===== src/rtl/regfile_write_arbiter_pkg.sv =====
// Shared register-file constants and write-port types for the writeback arbiter.
// Register index/value widths live here so every consumer agrees on them.
package regfile_write_arbiter_pkg;

  localparam int REGISTER_NUMBER_LOG = 5;
  localparam int DATA_WIDTH          = 32;

  typedef logic [REGISTER_NUMBER_LOG-1:0] reg_index_t;
  typedef logic [DATA_WIDTH-1:0]          reg_value_t;

  typedef struct packed {
    reg_index_t index;
    reg_value_t value;
  } reg_write_t;

  // Register 0 is hardwired zero, so this write is a no-op for the register file.
  localparam reg_write_t IDLE_WRITE = '{index: '0, value: '0};

  function automatic logic read_hazard(input reg_index_t read_index,
                                       input reg_index_t write_index,
                                       input logic       pending_hit);
    return (read_index != '0) && ((read_index == write_index) || pending_hit);
  endfunction

endpackage


===== src/rtl/regfile_write_arbiter_if.sv =====
// Bundle of writeback requests, register-file write port and read-port snoop signals.
// The master side is the requesters/register file, the slave side is the arbiter.
interface regfile_write_arbiter_if
  import regfile_write_arbiter_pkg::*;
#(
  parameter int NUM_REQ = 2
);

  localparam int GRANT_W = $clog2(NUM_REQ);

  logic [NUM_REQ-1:0]                     req_valid;
  logic [NUM_REQ-1:0]                     req_ready;
  logic [NUM_REQ*REGISTER_NUMBER_LOG-1:0] req_index;
  logic [NUM_REQ*DATA_WIDTH-1:0]          req_value;

  reg_index_t                             writeIndex;
  reg_value_t                             writeValue;
  logic [GRANT_W-1:0]                     grant_id;

  reg_index_t                             readIndexA;
  reg_index_t                             readIndexB;
  logic                                   hazardA;
  logic                                   hazardB;

  modport master (
    output req_valid, req_index, req_value, readIndexA, readIndexB,
    input  req_ready, writeIndex, writeValue, grant_id, hazardA, hazardB
  );

  modport slave (
    input  req_valid, req_index, req_value, readIndexA, readIndexB,
    output req_ready, writeIndex, writeValue, grant_id, hazardA, hazardB
  );

endinterface


===== src/rtl/regfile_write_arbiter_rr_arbiter.sv =====
// Generic N-way round-robin arbiter: one-hot grant to the first requester at or after
// the pointer; the pointer moves past the winner only when the grant is consumed.
module rr_arbiter #(
  parameter  int N  = 2,
  localparam int IW = $clog2(N)
) (
  input  logic          clk,
  input  logic          reset,
  input  logic [N-1:0]  req,
  input  logic          advance,
  output logic [N-1:0]  grant,
  output logic [IW-1:0] grant_idx
);

  logic [IW-1:0] ptr_q, ptr_d;
  logic [IW-1:0] cand_idx [N];
  logic          found;

  function automatic logic [IW-1:0] wrap_add(input logic [IW-1:0] base, input int unsigned off);
    int unsigned sum;
    sum = 32'(base) + off;
    if (sum >= N) sum = sum - N;
    return IW'(sum);
  endfunction

  // Candidate k is the k-th requester in search order starting from the pointer.
  for (genvar gi = 0; gi < N; gi++) begin : g_cand
    assign cand_idx[gi] = wrap_add(ptr_q, gi);
  end

  always_comb begin
    found     = 1'b0;
    grant_idx = '0;
    grant     = '0;
    for (int k = 0; k < N; k++) begin
      if (!found && req[cand_idx[k]]) begin
        found     = 1'b1;
        grant_idx = cand_idx[k];
      end
    end
    if (found && !reset) grant[grant_idx] = 1'b1;
  end

  always_comb begin
    ptr_d = ptr_q;
    if (advance) ptr_d = wrap_add(grant_idx, 1);
  end

  always_ff @(posedge clk) begin
    if (reset) ptr_q <= '0;
    else       ptr_q <= ptr_d;
  end

endmodule


===== src/rtl/regfile_write_arbiter.sv =====
// Shares the register file's single write port between NUM_REQ writeback sources and
// flags register-file reads that would miss a pending or in-flight write.
module regfile_write_arbiter
  import regfile_write_arbiter_pkg::*;
#(
  parameter  int NUM_REQ = 2,
  localparam int GRANT_W = $clog2(NUM_REQ)
) (
  input logic                    clk,
  input logic                    reset,
  regfile_write_arbiter_if.slave bus
);

  logic [NUM_REQ-1:0] grant;
  logic [GRANT_W-1:0] grant_idx;
  logic               accept;
  reg_write_t         sel_write;
  reg_write_t         out_q, out_d;
  logic [GRANT_W-1:0] grant_id_q, grant_id_d;
  logic [NUM_REQ-1:0] hit_a, hit_b;

  rr_arbiter #(.N(NUM_REQ)) u_rr_arbiter (
    .clk       (clk),
    .reset     (reset),
    .req       (bus.req_valid),
    .advance   (accept),
    .grant     (grant),
    .grant_idx (grant_idx)
  );

  // Grants only ever go to valid requesters, so any grant is an accept.
  assign accept        = |grant;
  assign bus.req_ready = grant;

  always_comb begin
    sel_write = IDLE_WRITE;
    for (int i = 0; i < NUM_REQ; i++) begin
      if (grant[i]) begin
        sel_write.index = bus.req_index[i*REGISTER_NUMBER_LOG +: REGISTER_NUMBER_LOG];
        sel_write.value = bus.req_value[i*DATA_WIDTH +: DATA_WIDTH];
      end
    end
  end

  always_comb begin
    out_d      = IDLE_WRITE;
    grant_id_d = grant_id_q;
    if (accept) begin
      out_d      = sel_write;
      grant_id_d = grant_idx;
    end
  end

  // Reset drops any in-flight write; requesters re-present afterwards.
  always_ff @(posedge clk) begin
    if (reset) begin
      out_q      <= IDLE_WRITE;
      grant_id_q <= '0;
    end else begin
      out_q      <= out_d;
      grant_id_q <= grant_id_d;
    end
  end

  assign bus.writeIndex = out_q.index;
  assign bus.writeValue = out_q.value;
  assign bus.grant_id   = grant_id_q;

  for (genvar gi = 0; gi < NUM_REQ; gi++) begin : g_hit_a
    assign hit_a[gi] = bus.req_valid[gi] &&
                       (bus.req_index[gi*REGISTER_NUMBER_LOG +: REGISTER_NUMBER_LOG] == bus.readIndexA);
  end

  for (genvar gi = 0; gi < NUM_REQ; gi++) begin : g_hit_b
    assign hit_b[gi] = bus.req_valid[gi] &&
                       (bus.req_index[gi*REGISTER_NUMBER_LOG +: REGISTER_NUMBER_LOG] == bus.readIndexB);
  end

  assign bus.hazardA = read_hazard(bus.readIndexA, out_q.index, |hit_a);
  assign bus.hazardB = read_hazard(bus.readIndexB, out_q.index, |hit_b);

endmodule


===== src/flat_wrapper.sv =====
// flat-port wrapper written by rule: the top's interface ports become plain ports
module regfile_write_arbiter_flat import regfile_write_arbiter_pkg::*;
#(
  parameter  int NUM_REQ = 2,
  localparam int GRANT_W = $clog2(NUM_REQ)
)
  (clk, reset, bus_req_valid, bus_req_index, bus_req_value, bus_readIndexA, bus_readIndexB, bus_req_ready, bus_writeIndex, bus_writeValue, bus_grant_id, bus_hazardA, bus_hazardB);
  regfile_write_arbiter_if #(.NUM_REQ(NUM_REQ)) bus_i ();
  input logic clk;
  input logic reset;
  input wire logic [$bits(bus_i.req_valid)-1:0] bus_req_valid;
  input wire logic [$bits(bus_i.req_index)-1:0] bus_req_index;
  input wire logic [$bits(bus_i.req_value)-1:0] bus_req_value;
  input wire logic [$bits(bus_i.readIndexA)-1:0] bus_readIndexA;
  input wire logic [$bits(bus_i.readIndexB)-1:0] bus_readIndexB;
  output wire logic [$bits(bus_i.req_ready)-1:0] bus_req_ready;
  output wire logic [$bits(bus_i.writeIndex)-1:0] bus_writeIndex;
  output wire logic [$bits(bus_i.writeValue)-1:0] bus_writeValue;
  output wire logic [$bits(bus_i.grant_id)-1:0] bus_grant_id;
  output wire logic [$bits(bus_i.hazardA)-1:0] bus_hazardA;
  output wire logic [$bits(bus_i.hazardB)-1:0] bus_hazardB;
  assign bus_i.req_valid = bus_req_valid;
  assign bus_i.req_index = bus_req_index;
  assign bus_i.req_value = bus_req_value;
  assign bus_i.readIndexA = bus_readIndexA;
  assign bus_i.readIndexB = bus_readIndexB;
  assign bus_req_ready = bus_i.req_ready;
  assign bus_writeIndex = bus_i.writeIndex;
  assign bus_writeValue = bus_i.writeValue;
  assign bus_grant_id = bus_i.grant_id;
  assign bus_hazardA = bus_i.hazardA;
  assign bus_hazardB = bus_i.hazardB;
  regfile_write_arbiter #(.NUM_REQ(NUM_REQ)) u_core (.clk(clk), .reset(reset), .bus(bus_i));
endmodule

===== config.mk =====
export PLATFORM = sky130hd
export DESIGN_NAME = regfile_write_arbiter_flat
export DESIGN_NICKNAME = d
export VERILOG_FILES = /design/src/rtl/regfile_write_arbiter_pkg.sv /design/src/rtl/regfile_write_arbiter_if.sv /design/src/rtl/regfile_write_arbiter_rr_arbiter.sv /design/src/rtl/regfile_write_arbiter.sv /design/src/flat_wrapper.sv
export SDC_FILE = /design/constraint.sdc
export NUM_CORES = 1
export LEC_CHECK = 0
export BUFFER_PORTS_ARGS = -buffer_cell sky130_fd_sc_hd__buf_2
export CAP_MARGIN = 20
export CORE_ASPECT_RATIO = 1.2
export CORE_MARGIN = 2
export CORE_UTILIZATION = 41
export CTS_CLUSTER_DIAMETER = 50
export DETAILED_ROUTE_END_ITERATION = 7
export PLACE_DENSITY = 0.94
export SLEW_MARGIN = 25
export SYNTH_ARGS = -nofsm -noshare
export SYNTH_HDL_FRONTEND = slang
export SYNTH_SLANG_ARGS = --single-unit

===== constraint.sdc =====
create_clock -name clk -period 2.5 [get_ports clk]
set_clock_uncertainty 0.05 [all_clocks]
set_input_delay 0.125 -clock clk [delete_from_list [all_inputs] [get_ports clk]]
set_output_delay 0.125 -clock clk [all_outputs]
set_load 0.02 [all_outputs]

==> results.cfg, run 1 <==
[cells_and_area]
utilization = 0.700
nets = 379
antenna_cells = 0
areaGrowthSynthToFinish_pct = 61.8
drive_gt1_frac = 0.490

[clock_network]
clkLatencyLatePin_ps = 280
cts_buffers = 5
cts.sinks = 39
htreeDepth = 2
cts_root_buf = clkbuf_8
cts_buffer_depth = 2
cts_tree = yes
clk_pin_slew_ps = 80

[worst_setup_path]
cp_num_cells = 6
worst_setup_path_end_kind = flop
start_kind = flop
criticalPathCategory = flop to flop
slowest_stage = dlygate4sd3_1
critical_path.max_stage_delay_ps = 570
critPathBufInv = 2
critPathMaxFanout = 26
critPathTopFamily = buffers and inverters
worstPathRequired_ps = 2670
worstPathArrival_ps = 2390
reg2reg_depth = 6
path_cells = nand2b_1, nand2_1, nor2_2, buf_12, a22o_1, dlygate4sd3_1

[routing]
final_antenna_net_count = 0
wl_per_cell_um = 14.5
drc_errors = 0
avgViaCountPerCell = 4.98
route.final.wire_length_mm = 4.98
drt_iter0_drc = 77
num_vias = 1712
dr.pass1.iters = 5

[floorplan]
ios = 130
design.core.area_um2 = 3690
rows = 24
die_w_um = 61.0
dieArea_um2 = 4410
die_h_um = 72.4
start_util = 0.432

[grt]
grt_antenna_before_repair = 0
grt_max_degree = 27
gr-total-overflow = 0
grt_util_all_layers = 0.226
grt_pass1_wl_mm = 7.50
grt_pass1_vias = 1712

[timing]
holdWs_ps = 7.41
max_freq_mhz = 451
period_share = 0.887
rsz0062_at_grt = false
relSlewSlack = 0.606
hold_viol = 0
post-route-min-period_ps = 2220
setup_viol = 0
maxSlewViolCount = 0
fin_tns_setup_ps = 0
tightest_slew_ps = 591

[placed_design]
gp_congestion = 0.906
hpwl_mm = 3.62
io_buffers = 129

[synth]
ys_ff_latch = 39
netlist_area_um2 = 1600
synth_cell_types = 19
ys_warn_count = 0
seq_area_frac_synth = 0.489
synth_nets = 229
synthCells = 141
synth_area_per_cell_um2 = 11.3

[pwr]
p_leak_nw = 1.36
p_per_area_nw_per_um2 = 600
power_mw = 1.55
irDropWorstVdd_v = 0.000298

[worst_hold_path]
whs_path_depth = 2
hp-class = primary input to flop

[status]
outcome = finished clean

[run]
maxCapViolations = 0
[kinds of logic after synthesis]
| logic type | Yosys count | synth area share |
|---|---|---|
| AO/OA/AOI/OAI | 44 | 0.234 |
| XOR/XNOR | 30 | 0.165 |
| AND/OR/NAND/NOR | 19 | 0.0635 |
| buffers and inverters | 9 | 0.0486 |
| flip-flops | 39 | 0.489 |
[cell usage after synthesis, drive strengths merged]
cell	n	area (um^2)
a211oi	1	12.5
a21oi	4	20.0
a22o	37	324
a32oi	2	17.5
buf	8	73.8
dfxtp	39	781
inv	1	3.75
nand2	2	7.51
nand2b	2	12.5
nand3	2	10.0
nor2	5	21.3
nor3	2	10.0
nor4	4	25.0
or4	2	15.0
xnor2	4	35.0
xor2	26	228
[state kept, by name, indices dropped and copies added, names as in the netlist]
| name | cells |
|---|---|
| u_core.u_rr_arbiter.ptr_q | 1 |
| u_core.bus.grant_id | 1 |
| u_core.bus.writeIndex | 5 |
| u_core.bus.writeValue | 32 |
[per-layer routing]
metal	wire length, um	global-route usage
met5	0	0
met4	76	0.0966
met3	432	0.0642
met2	2710	0.425
met1	1760	0.222
[through the flow]
| step | cells | worst slack, ps | cell area, um^2 |
|---|---|---|---|
| after floorplan | 141 | 1160 | 1600 |
| after global placement | 317 | 902 | 2280 |
| after detailed placement | 317 | 833 | 2280 |
| after CTS | 344 | 364 | 2580 |
| after global routing | 344 | 210 | 2580 |
| final | 344 | 282 | 2580 |
[final cells by class]
cell class              count  area, um^2
multi-input cells          93         746
fillers                   288        1110
well taps                  52        65.1
clock buffers               6        82.6
inverters                   1        3.75
clock inverters             2        35.0
flip-flops and latches     39         781
repair buffers            151         871
[worst paths after layout]
kind | startpoint | endpoint | slack, ps
setup / recovery | u_core.u_rr_arbiter.ptr_q$_SDFFE_PP0P_ | u_core.bus.writeValue[28]$_SDFF_PP0_ | 280
setup reg to reg | u_core.u_rr_arbiter.ptr_q$_SDFFE_PP0P_ | u_core.bus.writeValue[28]$_SDFF_PP0_ | 280
hold / removal | bus_req_value[22] | u_core.bus.writeValue[22]$_SDFF_PP0_ | 7
hold reg to reg | u_core.bus.grant_id$_SDFFE_PP0P_ | u_core.bus.grant_id$_SDFFE_PP0P_ | 410
[power breakdown]
| group | internal [mW] | switching (mW) |
|---|---|---|
| registers | 0.664 | 0.0161 |
| logic | 0.163 | 0.176 |
| clock network | 0.323 | 0.209 |
| total | 1.15 | 0.401 |
[placed cells by master, fill, tap and decap left out]
master / n
dfxtp_1: 39
clkbuf_8: 6
xnor2_1: 4
nand3_1: 2
or4_1: 2
nor2_2: 1
buf_12: 1
buf_4: 2
nor3_1: 2
nand2b_1: 2
a211oi_4: 1
a21oi_1: 4
a22o_1: 37
nor4_1: 4
bufinv_16: 1
a32oi_1: 2
nand2_1: 2
clkinv_2: 1
xor2_1: 26
inv_2: 1
dlygate4sd3_1: 19
nor2_1: 4
buf_2: 129
[timing repair]
item / CTS / global route
resized for setup: 0 / 0
buffers inserted: 0 / 0
endpoints found under the hold margin: 13 / 0
hold buffers: 19 / 0
Power figures use the tool's default switching activity.
==> inputs of run 2 (changes only) <==
--- a/config.mk
+++ b/config.mk
@@ -8,7 +8,7 @@
 export BUFFER_PORTS_ARGS = -buffer_cell sky130_fd_sc_hd__buf_2
 export CAP_MARGIN = 20
 export CORE_ASPECT_RATIO = 1.2
-export CORE_MARGIN = 2
+export CORE_MARGIN = 8
 export CORE_UTILIZATION = 41
 export CTS_CLUSTER_DIAMETER = 50
 export DETAILED_ROUTE_END_ITERATION = 7
==> results.cfg, run 2 (synthesized netlist as in run 1, its figures left out) <==
[status]
outcome = finished clean

[pwr]
p_leak_nw = 1.36
power_mw = 1.63
combinationalPowerShare = 0.211
switching_power_mw = 0.406
p_int_mw = 1.22
irDropWorstVdd_v = 0.000304
clock_power_share = 0.371
p_per_area_nw_per_um2 = 625
p_sw_frac = 0.249
seq_power_share = 0.418

[placed_design]
hpwl_mm = 4.51
gp_congestion = 0.837
dpl_cell_area_um2 = 2270
io_buffers = 129

[worst_setup_path]
start_kind = flop
worstReg2RegEnd = u_core.bus.writeValue[30]$_SDFF_PP0_
criticalPathCategory = flop to flop
worst_setup_path_end_kind = flop
r2r_start = u_core.u_rr_arbiter.ptr_q$_SDFFE_PP0P_
reg2reg_slack_ps = 410
critPathMaxFanout = 28
worstPathRequired_ps = 2670
worstPathArrival_ps = 2260
reg2reg_depth = 4

[floorplan]
rows = 25
die_w_um = 73.0
start_util = 0.415
ios = 130
design.core.area_um2 = 3850
die_h_um = 84.4
dieArea_um2 = 6150

[timing]
tightest_slew_ps = 517
fin_tns_setup_ps = 0
setup_viol = 0
rsz0062_at_grt = false
hold_viol = 0
maxSlewViolCount = 0
max_freq_mhz = 479
relSlewSlack = 0.654
period_share = 0.835
post-route-min-period_ps = 2090
holdWs_ps = 11.4

[clock_network]
cts_tree = yes
clkLatencyLatePin_ps = 270
hold_buffers = 15
cts_root_buf = clkbuf_8
clk_pin_slew_ps = 70
cts_buffers = 5
cts_resized = 0
htreeDepth = 2
cts_buffer_depth = 2
cts.sinks = 39
cts_setup_buffers = 0

[cells_and_area]
finish.instance_area_um2 = 2610
fill_cells = 290
areaGrowthSynthToFinish_pct = 63.6
mostFrequentLayoutCell = buf_2
largest_reg_flops = 32
layout_common_cells = 129 x buf_2, 39 x dfxtp_1, 37 x a22o_1, 26 x xor2_1, 21 x dlygate4sd3_1
nets = 381
drive_gt1_frac = 0.483
utilization = 0.679

[grt]
grt_max_degree = 29
grt_util_all_layers = 0.192
grt_pass1_vias = 1842
gr-total-overflow = 0
grt_pass1_wl_mm = 9.12
grt_antenna_before_repair = 0

[worst_hold_path]
whs_path_depth = 2
whs_endpoint = u_core.bus.writeValue[25]$_SDFF_PP0_
min_from = bus_req_value[57]
hp-class = primary input to flop

[routing]
drt_iter0_drc = 80
final_antenna_net_count = 0
avgViaCountPerCell = 5.05
num_vias = 1764
drc_errors = 0
route.final.wire_length_mm = 6.26
dr.pass1.iters = 4
wl_per_cell_um = 17.9

[run]
maxCapViolations = 0
## run 2: cell types whose count changed in the layout (fill, tap and decap cells not counted)
cell	change
dlygate4sd3_1	+2
buf_12	-1
buf_4	+1
bufinv_16	+1
clkbuf_1	+1
clkbuf_8	-1
clkinv_2	-1
diode_2	+1
## run 2: layer usage
metal,share of wire,vias up,global-route usage
li1,-,826,-
met1,0.39,837,0.198
met2,0.53,97,0.352
met3,0.073,4,0.0584
met4,0.0075,0,0.0584
met5,0,-,0
## run 2: how the worst max path moves through the flow
| stage | start | end | slack [ps] | cells past startpoint |
|---|---|---|---|---|
| finish | u_core.u_rr_arbiter.ptr_q$_SDFFE_PP0P_ | u_core.bus.writeValue[30]$_SDFF_PP0_ | 410 | 4 |
| global route | u_core.u_rr_arbiter.ptr_q$_SDFFE_PP0P_ | u_core.bus.writeValue[30]$_SDFF_PP0_ | 340 | 6 |
| CTS | u_core.u_rr_arbiter.ptr_q$_SDFFE_PP0P_ | u_core.bus.writeValue[30]$_SDFF_PP0_ | 430 | 4 |
| detailed placement | u_core.u_rr_arbiter.ptr_q$_SDFFE_PP0P_ | bus_req_ready[1] | 890 | 5 |
| global placement | u_core.u_rr_arbiter.ptr_q$_SDFFE_PP0P_ | bus_req_ready[1] | 970 | 5 |
| floorplan | u_core.bus.writeIndex[3]$_SDFF_PP0_ | bus_hazardA | 1160 | 4 |
## run 2: power groups by stage
stage          combinational (mW)  clock [mW]  sequential (mW)
2_1_floorplan               0.111           0            0.747
3_5_place_dp                0.313           0            0.694
6_report                    0.344       0.606            0.681
5_1_grt                     0.369       0.649            0.685
3_3_place_gp                0.306           0            0.692
4_1_cts                     0.334       0.617            0.680
## run 2: critical path, stage by stage, from the launching register on
cell           delay [ps]
dfxtp_1               340
a211oi_4              490
buf_4                 410
a22o_1                180
dlygate4sd3_1         550
## run 2: through the flow
step | std cells | worst slack (ps)
6_report | 349 | 414
2_1_floorplan | 141 | 1160
3_3_place_gp | 319 | 965
4_1_cts | 342 | 434
3_5_place_dp | 319 | 894
5_1_grt | 348 | 344
## run 2: final cells by class
type	instances	area, um^2	share of cell area
clock inverter	2	60.1	0.0230
multi-input combinational	93	746	0.286
inverter	1	3.75	0.00144
sequential	39	781	0.299
clock buffer	6	72.6	0.0278
tap	54	67.6	0.0259
timing repair buffer	153	878	0.336
antenna	1	2.50	0.000958
==> inputs of run 3 (changes only) <==
--- a/config.mk
+++ b/config.mk
@@ -9,10 +9,10 @@
 export CAP_MARGIN = 20
 export CORE_ASPECT_RATIO = 1.2
 export CORE_MARGIN = 8
-export CORE_UTILIZATION = 41
+export CORE_UTILIZATION = 38
 export CTS_CLUSTER_DIAMETER = 50
 export DETAILED_ROUTE_END_ITERATION = 7
-export PLACE_DENSITY = 0.94
+export PLACE_DENSITY = 0.89
 export SLEW_MARGIN = 25
 export SYNTH_ARGS = -nofsm -noshare
 export SYNTH_HDL_FRONTEND = slang
==> constraint.sdc (replaced) <==
create_clock -name clk -period 2.1 [get_ports clk]
set_clock_uncertainty 0.05 [all_clocks]
set_input_delay 0.105 -clock clk [delete_from_list [all_inputs] [get_ports clk]]
set_output_delay 0.105 -clock clk [all_outputs]
set_load 0.02 [all_outputs]
==> results.cfg, run 3 (synthesized netlist as in run 1, its figures left out) <==
[routing]
wl_per_cell_um = 16.7
drt_iter0_drc = 53
avgViaCountPerCell = 4.76
dr.pass1.iters = 4
drc_errors = 0
route.final.wire_length_mm = 6.48
final_antenna_net_count = 0
num_vias = 1844

[clock_network]
cts.sinks = 39
htreeDepth = 2
clk_pin_slew_ps = 70
clkLatencyLatePin_ps = 280
cts_tree = yes
cts_root_buf = clkbuf_8
cts_buffers = 5
cts_buffer_depth = 2

[grt]
gr-total-overflow = 0
grt_max_degree = 22
grt_util_all_layers = 0.198
grt_antenna_before_repair = 0
grt_pass1_wl_mm = 9.77
grt_pass1_vias = 2052

[cells_and_area]
drive_gt1_frac = 0.438
mostFrequentLayoutCell = buf_2
antenna_cells = 0
largest_reg_flops = 32
layout_common_cells = 129 x buf_2, 55 x dlygate4sd3_1, 39 x dfxtp_1, 37 x a22o_1, 26 x xor2_1
utilization = 0.711
finish.instance_area_um2 = 2960
nets = 419
areaGrowthSynthToFinish_pct = 85.4

[status]
outcome = finished clean

[worst_setup_path]
r2r_start = u_core.u_rr_arbiter.ptr_q$_SDFFE_PP0P_
reg2reg_slack_ps = 180
start_kind = flop
worst_setup_path_end_kind = flop
reg2reg_depth = 6
critPathMaxFanout = 12
worstPathArrival_ps = 2090
worstPathRequired_ps = 2270
criticalPathCategory = flop to flop
worstReg2RegEnd = u_core.bus.writeValue[7]$_SDFF_PP0_

[placed_design]
io_buffers = 129
gp_congestion = 0.853
dpl_cell_area_um2 = 2280
hpwl_mm = 4.31

[timing]
hold_viol = 0
relSlewSlack = 0.789
fin_tns_setup_ps = 0
rsz0062_at_grt = false
tightest_slew_ps = 316
setup_viol = 0
maxSlewViolCount = 0
max_freq_mhz = 522
post-route-min-period_ps = 1920
holdWs_ps = 7.04
period_share = 0.912

[pwr]
p_leak_nw = 1.55
power_mw = 1.87
switching_power_mw = 0.481
p_int_mw = 1.39
seq_power_share = 0.434
p_sw_frac = 0.258
clock_power_share = 0.311
p_per_area_nw_per_um2 = 631
irDropWorstVdd_v = 0.000360
combinationalPowerShare = 0.255

[floorplan]
die_w_um = 75.2
ios = 130
design.core.area_um2 = 4160
dieArea_um2 = 6540
rows = 26
die_h_um = 87.0
start_util = 0.383

[worst_hold_path]
hp-class = primary input to flop
min_from = bus_req_value[25]
whs_endpoint = u_core.bus.writeValue[25]$_SDFF_PP0_
whs_path_depth = 2

[run]
maxCapViolations = 0
## run 3: changes by cell type in the layout (fill, tap and decap cells not counted)
cell,previous run,this run
dlygate4sd3_1,21,55
buf_4,3,6
buf_6,0,1
bufinv_16,2,1
diode_2,1,0
nor2_2,1,0
nor2_4,0,1
## run 3: metrics by stage
stage / std cells / setup slack (ps)
2_1_floorplan: 141 / 776
3_3_place_gp: 322 / 683
3_5_place_dp: 322 / 601
4_1_cts: 384 / 52.7
5_1_grt: 387 / 56.9
6_report: 387 / 184
## run 3: critical path, stage by stage, from the launching register on
cell and delay [ps]:
dfxtp_1 400, nand2b_1 150, nand2_1 110, nor2_4 190, buf_4 230, a22o_1 170
dlygate4sd3_1 560
## run 3: per-layer routing
metal | up-vias | track usage | wire [um]
li1 | 895 | - | -
met1 | 849 | 0.180 | 2100
met2 | 86 | 0.393 | 3690
met3 | 14 | 0.0449 | 532
met4 | 0 | 0.0788 | 159
met5 | - | 0 | 0
## run 3: area by class of cell
type	count	area, um^2
clock buffers	6	72.6
inverters	1	3.75
flip-flops and latches	39	781
fillers	327	1200
repair buffers	191	1250
well taps	56	70.1
clock inverters	1	30.0
multi-input cells	93	751
## run 3: worst max path at each step
stage	endpoint	slack, ps	startpoint
after floorplan	bus_hazardA	780	u_core.bus.writeIndex[3]$_SDFF_PP0_
after global placement	u_core.bus.writeValue[8]$_SDFF_PP0_	680	u_core.u_rr_arbiter.ptr_q$_SDFFE_PP0P_
after detailed placement	u_core.bus.writeValue[3]$_SDFF_PP0_	600	u_core.u_rr_arbiter.ptr_q$_SDFFE_PP0P_
after CTS	u_core.bus.writeValue[2]$_SDFF_PP0_	50	u_core.u_rr_arbiter.ptr_q$_SDFFE_PP0P_
after global routing	u_core.bus.writeValue[16]$_SDFF_PP0_	60	u_core.u_rr_arbiter.ptr_q$_SDFFE_PP0P_
final	u_core.bus.writeValue[7]$_SDFF_PP0_	180	u_core.u_rr_arbiter.ptr_q$_SDFFE_PP0P_
## run 3: power groups by stage
stage	logic [mW]	registers, mW	clock network, mW
final	0.476	0.811	0.581
after global routing	0.509	0.816	0.634
after CTS	0.463	0.809	0.599
after detailed placement	0.373	0.826	0
after global placement	0.364	0.825	0
after floorplan	0.132	0.889	0
## run 3: timing repair
| item | 4_1_cts | 5_1_grt |
|---|---|---|
| endpoints found under the hold margin | 29 | 0 |
| setup buffers | 0 | 3 |
| gates resized for setup | 0 | 2 |
| hold buffers | 55 | 0 |
| endpoints found under the setup margin | 0 | 17 |
